## src/rtl/rv_opsel_pkg.sv

```systemverilog
// Shared types for the operand-select stage: control bundle, op2 source encoding,
// and the sequential-PC increment.
package rv_opsel_pkg;

    localparam int unsigned PC_INCR = 4;

    typedef enum logic [1:0] {
        OP2_REG   = 2'd0,
        OP2_IMM_I = 2'd1,
        OP2_IMM_J = 2'd2,
        OP2_RSVD  = 2'd3
    } op2_sel_t;

    typedef struct packed {
        logic [4:0] rs1;
        logic [4:0] rs2;
        logic [4:0] rd;
        logic       op1_pc;
        op2_sel_t   op2_sel;
        logic       jal;
        logic       jalr;
        logic       mret;
        logic       branch;
        logic       store;
        logic       reg_write;
        logic [2:0] funct3;
    } opsel_ctrl_t;

endpackage

```

## src/rtl/rv_fwd_mux.sv

```systemverilog
// Resolves one source register value: x0 reads zero, otherwise the lowest-index
// matching forwarding source wins, falling back to register-file data.
module rv_fwd_mux #(
    parameter int unsigned XLEN    = 32,
    parameter int unsigned NUM_FWD = 2
) (
    input  logic [4:0]              i_idx,
    input  logic [XLEN-1:0]         i_reg_data,
    input  logic [NUM_FWD-1:0]      i_fwd_valid,
    input  logic [NUM_FWD*5-1:0]    i_fwd_rd,
    input  logic [NUM_FWD*XLEN-1:0] i_fwd_data,
    output logic [XLEN-1:0]         o_value
);

    logic w_hit;

    always_comb begin
        o_value = i_reg_data;
        w_hit   = 1'b0;
        for (int unsigned k = 0; k < NUM_FWD; k++) begin
            if (!w_hit && i_fwd_valid[k] && (i_fwd_rd[k*5 +: 5] == i_idx)) begin
                o_value = i_fwd_data[k*XLEN +: XLEN];
                w_hit   = 1'b1;
            end
        end
        if (i_idx == 5'd0) begin
            o_value = '0;
        end
    end

endmodule

```

## src/rtl/rv_opsel_stage.sv

```systemverilog
// Operand-select pipeline stage: holds one decoded instruction and resolves its
// operands and jump target combinationally, with forwarding re-evaluated while stalled.
module rv_opsel_stage
    import rv_opsel_pkg::*;
#(
    parameter int unsigned XLEN    = 32,
    parameter int unsigned NUM_FWD = 2,
    parameter int unsigned ZICSR   = 1
) (
    input  logic                    i_clk,
    input  logic                    i_reset_n,
    input  logic                    i_valid,
    output logic                    o_ready,
    input  logic                    i_flush,
    input  opsel_ctrl_t             i_ctrl,
    input  logic [XLEN-1:0]         i_pc,
    input  logic [XLEN-1:0]         i_imm_i,
    input  logic [XLEN-1:0]         i_imm_j,
    input  logic [XLEN-1:0]         i_ret_addr,
    input  logic [XLEN-1:0]         i_reg1_data,
    input  logic [XLEN-1:0]         i_reg2_data,
    input  logic [NUM_FWD-1:0]      i_fwd_valid,
    input  logic [NUM_FWD*5-1:0]    i_fwd_rd,
    input  logic [NUM_FWD*XLEN-1:0] i_fwd_data,
    output logic                    o_valid,
    input  logic                    i_ready,
    output logic [4:0]              o_rs1,
    output logic [4:0]              o_rs2,
    output logic [XLEN-1:0]         o_op1,
    output logic [XLEN-1:0]         o_op2,
    output logic [XLEN-1:0]         o_reg_data2,
    output logic [XLEN-1:0]         o_pc_target,
    output logic [XLEN-1:0]         o_pc_p4,
    output logic [4:0]              o_rd,
    output logic [2:0]              o_funct3,
    output logic                    o_jump,
    output logic                    o_branch,
    output logic                    o_store,
    output logic                    o_reg_write,
    output logic [31:0]             o_stall_cnt
);

    logic                r_valid;
    opsel_ctrl_t         r_ctrl;
    logic [XLEN-1:0]     r_pc;
    logic [XLEN-1:0]     r_imm_i;
    logic [XLEN-1:0]     r_imm_j;
    logic [31:0]         r_stall_cnt;

    logic                w_ready;
    logic                w_mret;
    logic [XLEN-1:0]     w_rs1_val;
    logic [XLEN-1:0]     w_rs2_val;
    logic [XLEN-1:0]     w_jalr_sum;

    assign w_ready = !r_valid || i_ready || i_flush;
    assign w_mret  = (ZICSR != 0) && r_ctrl.mret;

    always_ff @(posedge i_clk) begin
        if (!i_reset_n) begin
            r_valid     <= 1'b0;
            r_ctrl      <= '0;
            r_stall_cnt <= '0;
        end else begin
            if (r_valid && !i_ready && (r_stall_cnt != '1)) begin
                r_stall_cnt <= r_stall_cnt + 32'd1;
            end
            if (i_flush) begin
                r_valid <= 1'b0;
            end else if (w_ready) begin
                r_valid <= i_valid;
                if (i_valid) begin
                    r_ctrl  <= i_ctrl;
                    r_pc    <= i_pc;
                    r_imm_i <= i_imm_i;
                    r_imm_j <= i_imm_j;
                end
            end
        end
    end

    rv_fwd_mux #(.XLEN(XLEN), .NUM_FWD(NUM_FWD)) u_fwd_rs1 (
        .i_idx       (r_ctrl.rs1),
        .i_reg_data  (i_reg1_data),
        .i_fwd_valid (i_fwd_valid),
        .i_fwd_rd    (i_fwd_rd),
        .i_fwd_data  (i_fwd_data),
        .o_value     (w_rs1_val)
    );

    rv_fwd_mux #(.XLEN(XLEN), .NUM_FWD(NUM_FWD)) u_fwd_rs2 (
        .i_idx       (r_ctrl.rs2),
        .i_reg_data  (i_reg2_data),
        .i_fwd_valid (i_fwd_valid),
        .i_fwd_rd    (i_fwd_rd),
        .i_fwd_data  (i_fwd_data),
        .o_value     (w_rs2_val)
    );

    assign w_jalr_sum = w_rs1_val + r_imm_i;

    always_comb begin
        o_op1 = r_ctrl.op1_pc ? r_pc : w_rs1_val;
        case (r_ctrl.op2_sel)
            OP2_IMM_I: o_op2 = r_imm_i;
            OP2_IMM_J: o_op2 = r_imm_j;
            default:   o_op2 = w_rs2_val;
        endcase
        if (w_mret) begin
            o_pc_target = i_ret_addr;
        end else if (r_ctrl.jalr) begin
            o_pc_target = {w_jalr_sum[XLEN-1:1], 1'b0};
        end else begin
            o_pc_target = r_pc + r_imm_j;
        end
    end

    assign o_ready     = w_ready;
    assign o_valid     = r_valid;
    assign o_rs1       = r_ctrl.rs1;
    assign o_rs2       = r_ctrl.rs2;
    assign o_reg_data2 = w_rs2_val;
    assign o_pc_p4     = r_pc + XLEN'(PC_INCR);
    assign o_rd        = r_ctrl.rd;
    assign o_funct3    = r_ctrl.funct3;
    assign o_jump      = r_valid && (r_ctrl.jal || r_ctrl.jalr || w_mret);
    assign o_branch    = r_valid && r_ctrl.branch;
    assign o_store     = r_valid && r_ctrl.store;
    assign o_reg_write = r_valid && r_ctrl.reg_write;
    assign o_stall_cnt = r_stall_cnt;

endmodule

```

## config.mk

```make
export PLATFORM = sky130hd
export DESIGN_NAME = rv_opsel_stage
export DESIGN_NICKNAME = d
export VERILOG_FILES = /design/src/rtl/rv_opsel_pkg.sv /design/src/rtl/rv_fwd_mux.sv /design/src/rtl/rv_opsel_stage.sv
export SDC_FILE = /design/constraint.sdc
export NUM_CORES = 1
export LEC_CHECK = 0
export CORE_AREA = 2 2 198 200
export DETAILED_ROUTE_END_ITERATION = 10
export DIE_AREA = 0 0 200 202
export DONT_BUFFER_PORTS = 1
export HOLD_SLACK_MARGIN = 0.1
export SYNTH_ARGS = -nofsm -noshare
export SYNTH_HDL_FRONTEND = slang
export SYNTH_SLANG_ARGS = --single-unit
```

## constraint.sdc

```tcl
create_clock -name i_clk -period 5.85 [get_ports i_clk]
set_input_delay 1.17 -clock i_clk [delete_from_list [all_inputs] [get_ports i_clk]]
set_output_delay 1.17 -clock i_clk [all_outputs]
set_load 0.01 [all_outputs]
```

==> metrics.md, run 1 <==
| Metric | Value |
|---|---|
| Global-route wire length before repair | `81400 um` |
| I/O pins | `516` |
| Starting Density | `33.2%` |
| Finished Cell Area | `0.0161 sq mm` |
| Post-Synthesis Cells | `1463` |
| Cell family with most CP delay | `compound AO/OA/AOI/OAI gates` |
| CP peak stage delay | `0.41 ns` |
| CP startpoint kind | `input pin` |
| CTS tree | `built` |
| DRC viols | `0` |
| Hold Path Depth | `2` |
| Flop-to-flop setup slack | `3.00 ns` |
| # nets final | `1968` |
| Ys flop type | `edfxtp_1` |
| Die ar. | `0.0404 sq mm` |
| Largest net degree at the start of global routing | `62` |
| Clock latency on the worst-skew pair | `0.50 ns` |
| P&R area growth vs syn | `26.2%` |
| First DRT Iteration DRCs | `812` |
| GRT Max-Usage Layer | `met2` |
| Class of the worst hold path | `reg2reg` |
| RSZ-0062 raised after global routing | `yes` |
| Synth warnings | `0` |
| Mapped Area | `0.0127 sq mm` |
| Layout cell share with drive strength beyond 1 | `26.1%` |
| Status | `finished, violations left` |
| GP Congestion | `0.960` |
| Leakage dissipation | `0.00600 uW` |
| Clock power frac | `32.9%` |
| RR Endpoint | `o_stall_cnt[15]` |
| FF-to-FF Start | `o_stall_cnt[8]` |
| CP Capture Type | `primary output` |
| Maximum vdd drop | `201 uV` |
| Met2 GRT Util | `46.2%` |
| Syn nets | `1830` |
| Synth area leaders | `edfxtp_1 (23%), dfxtp_1 (9.4%), ha_1 (6.4%)` |
| Commonest non-fill, non-tap cell in the layout | `buf_4` |
| Switch share | `34.2%` |
| Hold Fails Final Rpt | `0` |
| Post-placement cell area | `0.0145 sq mm` |
| Post-route minimum period | `6.06 ns` |
| Buf/Inv on CP | `3` |
| Die W | `200 um` |
| Syn avg cell area | `8.70 sq um` |
| Min-Delay Endpoint | `r_ctrl[5]` |
| Crit path cell chain | `xor2_4 -> nor4_4 -> and3_4 -> buf_12 -> mux2i_2 -> a211oi_2 -> fa_2 -> a21oi_4 -> o211ai_1 -> buf_4 -> a311oi_2 -> buf_4 -> o211ai_1 -> a41o_1 -> a311oi_2 -> xnor2_1 -> a21oi_2 -> a2bb2oi_2` |
| CTS Hold Buffers Added | `0` |
| Drt pass-1 iters | `5` |
| Crit path DAT | `4.89 ns` |
| Die H | `202 um` |
| Worst endpoint required time | `4.68 ns` |
| Vias | `12500` |
| Kind of critical path | `in2out` |
| Setup Skew | `0.00954 ns` |
| Critical-path maximum fanout | `7` |
| Vias in the first global route | `12400` |
| GR met1 Demand/Resource | `31.5%` |
| Seq cells post-synth | `156` |
| CP max stage cell | `fa_2` |
| Clock Pin Slew Worst Setup and Hold Paths | `0.07 ns` |
| Fmax | `165 MHz` |
| Std cell rows | `72` |
| Yosys top cell area share | `22.7%` |
| Worst R2R Path Depth | `9` |
| Root buf cell | `clkbuf_16` |
| WL per Instance | `27.0 um` |
| Gr usage total | `27.8%` |
| Clk sinks | `156` |
| CTS Buf Count | `17` |
| DP HPWL | `44600 um` |
| Rel. slew slack | `19.8%` |
| Failing checks | `setup timing` |
| H-tree Lvls | `4` |
| Register area share after synthesis | `32.1%` |
| Crit share post-route | `104%` |
| Dominant cell type by area after synthesis | `edfxtp_1` |
| Async S/R FF share, synth | `0%` |
| Post-route setup slack | `-0.209 ns` |
| IO buf count | `0` |
| Sequential power share | `35.8%` |
| Yosys cell types | `86` |
| Routed wire length | `57700 um` |
| Number of synthesized flops with an enable pin | `96` |
| Hold_sp | `r_ctrl[5]` |
| Met3 usage | `10.9%` |
| Int Pwr | `2290 uW` |
| Post-route ant nets | `0` |
| Initial antenna violation count | `11` |
| Setup-failing EPs final | `13` |
| Worst-Margin Slew | `1.20 ns` |
| Grt ovf | `0` |
| Gate power share | `31.3%` |
| Commonest cells after routing, fill and taps aside | `buf_4 (201), nand2_1 (151), nor2_1 (115)` |
| Vias per inst | `5.86` |
| Max Cap Violations | `0` |
| Max clock buf depth | `2` |
| Pre-CTS setup slack | `-0.608 ns` |
| Max-slew violations | `0` |
| Pwr Density | `217 mW/mm^2` |
| Core area | `0.0383 sq mm` |
| Psw | `1190 uW` |
## worst min-delay path, cell delays in order, from the launching register on
cell and delay [ns]:
dfxtp_1 0.31, nand2_1 0.04, a21boi_0 0.06
## per-stage QoR
step | total power [uW] | util, % | cells | TNS (ns) | hold slack [ns]
after floorplan | 1830 | - | 1463 | 0 | 0.439
after global routing | 3620 | 42.0 | 2138 | -4.26 | 0.491
after detailed placement | 2230 | 37.9 | 2081 | -6.52 | 0.456
after global placement | 2220 | 37.9 | 2081 | -5.36 | 0.447
after CTS | 3450 | 41.1 | 2128 | -3.70 | 0.465
final | 3480 | 42.0 | 2140 | -1.51 | 0.464
## per-layer routing
layer  part of all wire [%]  wire, um  vias to the layer above
met1                     38     22000                     6039
met4                    3.4      1960                        6
li1                       -         -                     5696
met3                     11      6290                      111
met5                  0.049        28                        -
met2                     48     27400                      696
## area by class of cell
| cell class | count | area [sq um] |
|---|---|---|
| Fill cell | 3813 | 22200 |
| Multi-Input combinational cell | 1172 | 8830 |
| Sequential cell | 156 | 4090 |
| Timing Repair Buffer | 217 | 1760 |
| Tap cell | 518 | 648 |
| Clock buffer | 19 | 453 |
| Inverter | 37 | 139 |
| Clock inverter | 13 | 129 |
| Antenna cell | 8 | 20.0 |
## worst max path at each step
stage	cells after the start	from	end
floorplan	17	i_fwd_rd[8]	o_pc_target[30]
global placement	18	i_fwd_rd[8]	o_pc_target[23]
detailed placement	18	i_fwd_rd[8]	o_pc_target[23]
CTS	18	i_fwd_rd[5]	o_pc_target[30]
global route	18	i_fwd_rd[8]	o_pc_target[30]
finish	18	i_fwd_rd[8]	o_pc_target[30]
## Yosys cell counts (34+ instances only)
cell type  count
dfxtp_1       60
xnor2_1       68
a22oi_1       34
inv_1         36
xor2_1        50
a211oi_1      83
clkbuf_1      54
edfxtp_1      96
o21ai_0       74
nand2_1      154
nor2_1       121
a21oi_1       66
ha_1          65
mux2i_1       68
and2_1        37
## power by group through the flow
stage                     Clock (uW)  Combinational (uW)  Sequential (uW)
after global placement             0                 958             1270
after floorplan                    0                 586             1240
after detailed placement           0                 964             1270
after CTS                       1180                1030             1240
final                           1140                1090             1240
after global routing            1210                1160             1250
## state kept, by name (all words and copies together), names as in the netlist, 5 cells and up
signal	cells
o_stall_cnt	32
r_imm_i	32
r_imm_j	32
r_pc	32
r_ctrl	8
o_rd	5
o_rs1	5
o_rs2	5
## kinds of logic (layout without fill, tap and decap cells)
kind of cell | Yosys count | count (layout) | synth area share, %
DFF | 156 | 156 | 32.1
muxes | 101 | 101 | 8.27
adders and majority gates | 67 | 67 | 6.70
buffers and inverters | 135 | 286 | 4.67
xor gates and xnor gates | 118 | 118 | 8.12
AOI/OAI and AO/OA | 405 | 405 | 21.8
and+or+nand+nor | 481 | 481 | 18.4
other | 0 | 8 | 0
## timing repair
action	CTS	global route
gates resized for setup	87	64
endpoints found under the setup margin	19	24
gates cloned	2	0
endpoints found under the hold margin	0	0
pin swaps	50	55
setup buffers	14	7
Power figures use the tool's default switching activity.
==> inputs of run 2 (changes only) <==
--- a/config.mk
+++ b/config.mk
@@ -5,9 +5,10 @@
 export SDC_FILE = /design/constraint.sdc
 export NUM_CORES = 1
 export LEC_CHECK = 0
-export CORE_AREA = 2 2 198 200
+export ABC_AREA = 1
+export CORE_AREA = 2 2 201 203
 export DETAILED_ROUTE_END_ITERATION = 10
-export DIE_AREA = 0 0 200 202
+export DIE_AREA = 0 0 203 205
 export DONT_BUFFER_PORTS = 1
 export HOLD_SLACK_MARGIN = 0.1
 export SYNTH_ARGS = -nofsm -noshare
==> run 2 against run 1 <==
Against the previous run: the run now ends clean; synthesized area is 2.8% higher; power grew 3.3%; combinational power increased by 9%; wire length is 7.3% higher; highest routed layer unchanged.
==> metrics.md, run 2 <==
| Metric | Value |
|---|---|
| Kind of critical path | `in2out` |
| Ys flop type | `edfxtp_1` |
| Largest net degree at the start of global routing | `65` |
| Met3 wire len | `5720 um` |
| Pwr Density | `242 mW/mm^2` |
| Commonest cells in the synthesized netlist | `nand2_1 (401), nor2_1 (265), a21oi_1 (207)` |
| Total power | `3590 uW` |
| # nets final | `2329` |
| DP HPWL | `50800 um` |
| Register area share after synthesis | `31.2%` |
| Commonest cells after routing, fill and taps aside | `nand2_1 (400), nor2_1 (260), a21oi_1 (203)` |
| CP Capture Type | `primary output` |
| Grt ovf | `0` |
| Clk sinks | `156` |
| Starting Density | `33.2%` |
| Status | `finished clean` |
| Initial antenna violation count | `9` |
| Die H | `205 um` |
| Global-route wire length before repair | `87500 um` |
| Async S/R FF share, synth | `0%` |
| Syn nets | `2292` |
| IO buf count | `0` |
| Post-route ant nets | `0` |
| Die W | `203 um` |
| Synth warnings | `0` |
| Vias | `13800` |
| Wl on met1 | `23200 um` |
| Max-slew violations | `0` |
| Crit share post-route | `95.3%` |
| CP startpoint kind | `input pin` |
| Root buf cell | `clkbuf_16` |
| Std cell rows | `73` |
| First DRT Iteration DRCs | `1066` |
| Setup-failing EPs final | `0` |
| Drt pass-1 iters | `7` |
| Post-route minimum period | `5.58 ns` |
| Flop-to-flop setup slack | `3.21 ns` |
| RSZ-0062 raised after global routing | `yes` |
| Routed wl met2 | `30600 um` |
| Clock latency on the worst-skew pair | `0.47 ns` |
| Critical-path maximum fanout | `19` |
| Die ar. | `0.0416 sq mm` |
| Hold Fails Final Rpt | `0` |
| CTS tree | `built` |
| GP Congestion | `0.981` |
| Synth area leaders | `edfxtp_1 (22%), nand2_1 (12%), dfxtp_1 (9.2%)` |
| Seq cells post-synth | `156` |
| Most frequent cell after synthesis | `nand2_1` |
| H-tree Lvls | `4` |
| Commonest non-fill, non-tap cell in the layout | `nand2_1` |
| P&R area growth vs syn | `13.7%` |
| Worst endpoint required time | `4.68 ns` |
| FILL cells | `4241` |
| Vias in the first global route | `13300` |
| Uppermost routed layer | `met5` |
| Routed wire length | `61900 um` |
| Leakage dissipation | `0.00619 uW` |
| Multi-input combinational cell area | `0.00794 sq mm` |
| Post-Synthesis Cells | `1925` |
| Number of synthesized flops with an enable pin | `96` |
| Register area | `0.00409 sq mm` |
| Class of the worst hold path | `reg2reg` |
| Vias per inst | `5.53` |
| CTS Buf Count | `17` |
| I/O pins | `516` |
| Gr usage total | `28.8%` |
| Rel. slew slack | `20.3%` |
| Syn avg cell area | `6.79 sq um` |
| Max clock buf depth | `2` |
| Mapped Area | `0.0131 sq mm` |
| Core area | `0.0394 sq mm` |
| Setup Skew | `0.00641 ns` |
| Crit path DAT | `4.41 ns` |
| Max Cap Violations | `0` |
| Post-layout util | `37.8%` |
| Worst-Margin Slew | `1.19 ns` |
| Layout cell share with drive strength beyond 1 | `11.9%` |
| Yosys cell types | `49` |
| WL per Instance | `24.7 um` |
| Clock Pin Slew Worst Setup and Hold Paths | `0.07 ns` |
| Fmax | `179 MHz` |
| Maximum vdd drop | `236 uV` |
| DRC viols | `0` |
| Yosys top cell area share | `22.0%` |
| Hold Slack | `0.487 ns` |
| Dominant cell type by area after synthesis | `edfxtp_1` |
run 2: cell types whose count changed after synthesis, sizes merged, moves of 40 or more:
cell    change
nand2     +253
nor2      +149
inv       +147
a21oi     +141
o21ai     +110
mux2i      -68
xnor2      -57
a211oi     -49
a31oi      +40
run 2: logic make-up (layout without fill, tap and decap cells):
family                     after synthesis  in the layout  synth area share [%]
adders and majority gates               67             67                  6.52
other                                    0              3                     0
buffers and inverters                  278            328                  8.56
and+or+nand+nor                        850            850                  28.1
DFF                                    156            156                  31.2
AOI/OAI and AO/OA                      523            523                  22.1
xor gates and xnor gates                51             51                  3.41
run 2: path summary, 6_finish.rpt:
path / start / end / depth (start not counted)
hold reg to reg: r_ctrl[10] / r_ctrl[10] / 2
hold / removal: r_ctrl[10] / r_ctrl[10] / 2
setup / recovery: i_fwd_rd[6] / o_pc_target[30] / 23
setup reg to reg: o_stall_cnt[0] / o_stall_cnt[30] / 15
run 2: what timing repair did:
item                                    4_1_cts  5_1_grt
hold buffers                                  0        0
gates cloned                                  0        1
resized for setup                             1       17
pin swaps                                     1        2
endpoints found under the setup margin        4       19
endpoints found under the hold margin         0        0
setup buffers                                 1        0
run 2: metrics by stage:
step	setup slack [ns]	instances	cell area, sq um	setup TNS, ns
after global routing	-0.0275	2503	14900	-0.0332
after detailed placement	-0.139	2466	14200	-0.205
final	0.273	2503	14900	0
after global placement	-0.0482	2466	14200	-0.0482
after CTS	0.00842	2499	14800	0
after floorplan	0.362	1925	13100	0
run 2: final cells by class:
| cell class | count | share of cell area, % |
|---|---|---|
| clock buffers | 17 | 2.86 |
| diodes | 3 | 0.0505 |
| flip-flops and latches | 156 | 27.5 |
| inverters | 184 | 4.64 |
| repair buffers | 112 | 6.05 |
| clock inverters | 15 | 1.13 |
| well taps | 525 | 4.42 |
| multi-input cells | 1491 | 53.4 |
run 2: power breakdown:
| part | internal (uW) | switching, uW | leakage [uW] | total (uW) |
|---|---|---|---|---|
| logic | 390 | 802 | 0.00453 | 1190 |
| clock network | 574 | 577 | 0.000287 | 1150 |
| registers | 1200 | 46.2 | 0.00137 | 1250 |
| total | 2170 | 1420 | 0.00619 | 3590 |
run 2: critical path: stages:
cell      delay, ns
inv_1          0.02
nand2_1        0.04
nand2_1        0.06
nor2_1         0.17
nand3_1        0.12
inv_1          0.08
nand2_2        0.08
inv_2          0.13
buf_12         0.17
a211oi_1       0.06
nor2_1         0.30
ha_1           0.33
a21oi_1        0.21
inv_1          0.07
a21oi_1        0.17
o21ai_0        0.15
a221oi_1       0.25
nand2_1        0.14
a21oi_1        0.13
o21ai_0        0.11
buf_4          0.15
a31oi_1        0.15
buf_4          0.15
run 2: metal layers:
layer | vias to the layer above | global-route usage, %
li1 | 6574 | -
met1 | 6505 | 31.3
met2 | 652 | 51.1
met3 | 91 | 10.1
met4 | 12 | 11.6
met5 | - | 0
==> patch, RTL diff (flow settings as in run 2) <==
`NUM_FWD` is set to 2 in 2 places; all go to 1.
--- a/src/rtl/rv_fwd_mux.sv
+++ b/src/rtl/rv_fwd_mux.sv
@@ -2,7 +2,7 @@
 // matching forwarding source wins, falling back to register-file data.
 module rv_fwd_mux #(
     parameter int unsigned XLEN    = 32,
-    parameter int unsigned NUM_FWD = 2
+    parameter int unsigned NUM_FWD = 1
 ) (
     input  logic [4:0]              i_idx,
     input  logic [XLEN-1:0]         i_reg_data,
--- a/src/rtl/rv_opsel_stage.sv
+++ b/src/rtl/rv_opsel_stage.sv
@@ -4,7 +4,7 @@
     import rv_opsel_pkg::*;
 #(
     parameter int unsigned XLEN    = 32,
-    parameter int unsigned NUM_FWD = 2,
+    parameter int unsigned NUM_FWD = 1,
     parameter int unsigned ZICSR   = 1
 ) (
     input  logic                    i_clk,
Interface: changed (resized i_fwd_data, i_fwd_rd and i_fwd_valid); port bits go from 516 to 478. The function was not compared with the original's and may differ.
==> patch against run 2 <==
Final area fell by 6.8%. Area after synthesis fell by 4.4%. Sequential cell count did not move. Wire length fell by 8.0%. Cell count fell by 7.9%. Core utilization fell by 2.6 points. Via count fell by 6.6%. Register-to-register slack got worse by 500 ps. Setup slack got worse by 48 ps. Total power fell by 5.7%.
==> patch: results (changes against run 2) <==
stage,metric,value,unit,change
placement,post-place-ws,296,ps,+435 ps
yosys,syn_avg_cell_area,7.07,sq um,+4.0%
route,dr_wl_met2,25700,um,-16%
timing,skew,16.2,ps,+9.78 ps
global_routing,grt_pass1_wl,80800,um,-7.7%
global_routing,grtUsageMet2,42.8,%,-8.2 points
global_routing,grt_pass1_vias,12343,,-7.0%
critical_path,rrSetupSlack,2710,ps,-500 ps
final_layout,num-nets-final,2094,,-10%
route,firstDrtPassIters,6,,-1
yosys,netlist_top_cells_area,"edfxtp_1, nand2_1, dfxtp_1",,
yosys,yosys.area.top_type_share,23.1,%,+1.0 points
critical_path,ff2ff_path_depth,6,,-9
timing,tightestPinTransition,1010,ps,-186 ps
final_layout,nFillCells,4201,,-0.94%
placement,place_area,13300,sq um,-6.4%
placement,globalplace.congestion,0.991,,+0.99%
placement,place_hpwl,46200,um,-9.1%
critical_path,crit_path_start,i_fwd_rd[3],,
outcome,status,completed,,
power,p_leak,5.69,nW,-8.1%
route,wl_met1,23400,um,+0.72%
yosys,synthTopCellsByCount,"nand2_1, a21oi_1, nor2_1",,
global_routing,met3_usage,11.1,%,+0.99 points
final_layout,regArea,4080,sq um,about the same
global_routing,antenna_found_initial,18,,+9
==> patch: changes by cell type after synthesis, sizes merged, moves of 5 or more <==
cell	delta
nor2	-64
o21ai	-60
or2	-36
a2bb2oi	+32
a31oi	-31
nand2	+28
inv	-21
clkbuf	-10
xor2	+10
nand4	+7
nand3	+6
nor3	-5
o211ai	-5
==> patch: area by class of cell <==
class                      instances  share of cell area [%]
multi-input combinational       1366                    53.7
clock buffer                      22                    3.58
inverter                         165                    4.47
timing repair buffer              59                    3.47
clock inverter                    10                   0.541
antenna                            3                  0.0541
sequential                       156                    29.5
tap                              525                    4.74
==> patch: what timing repair did <==
action,4_1_cts,5_1_grt
hold buffers,0,0
setup buffers,0,0
setup endpoints to repair,0,2
gates resized for setup,0,3
==> patch: how the worst min path moves through the flow <==
stage / cells after the start / endpoint / slack [ps]
final: 2 / r_ctrl[9] / 490
after global routing: 2 / r_ctrl[9] / 550
after CTS: 2 / r_ctrl[9] / 490
after detailed placement: 2 / r_ctrl[9] / 480
after global placement: 2 / r_ctrl[10] / 470
after floorplan: 2 / r_ctrl[10] / 450
==> patch: power breakdown <==
group / switching (mW) / internal [mW]
clock network: 0.517 / 0.608
logic: 0.693 / 0.320
registers: 0.0449 / 1.20
total: 1.25 / 2.13
==> patch: kinds of logic (layout without fill, tap and decap cells) <==
family | Yosys count | after routing | share of synthesized area (%)
adder cells (fa/ha/maj) | 67 | 67 | 6.82
XOR/XNOR | 57 | 57 | 3.99
other | 0 | 3 | 0
buffers and inverters | 247 | 256 | 8.06
flip-flops | 156 | 156 | 32.7
AND/OR/NAND/NOR | 781 | 781 | 26.4
AO/OA/AOI/OAI | 461 | 461 | 22.1
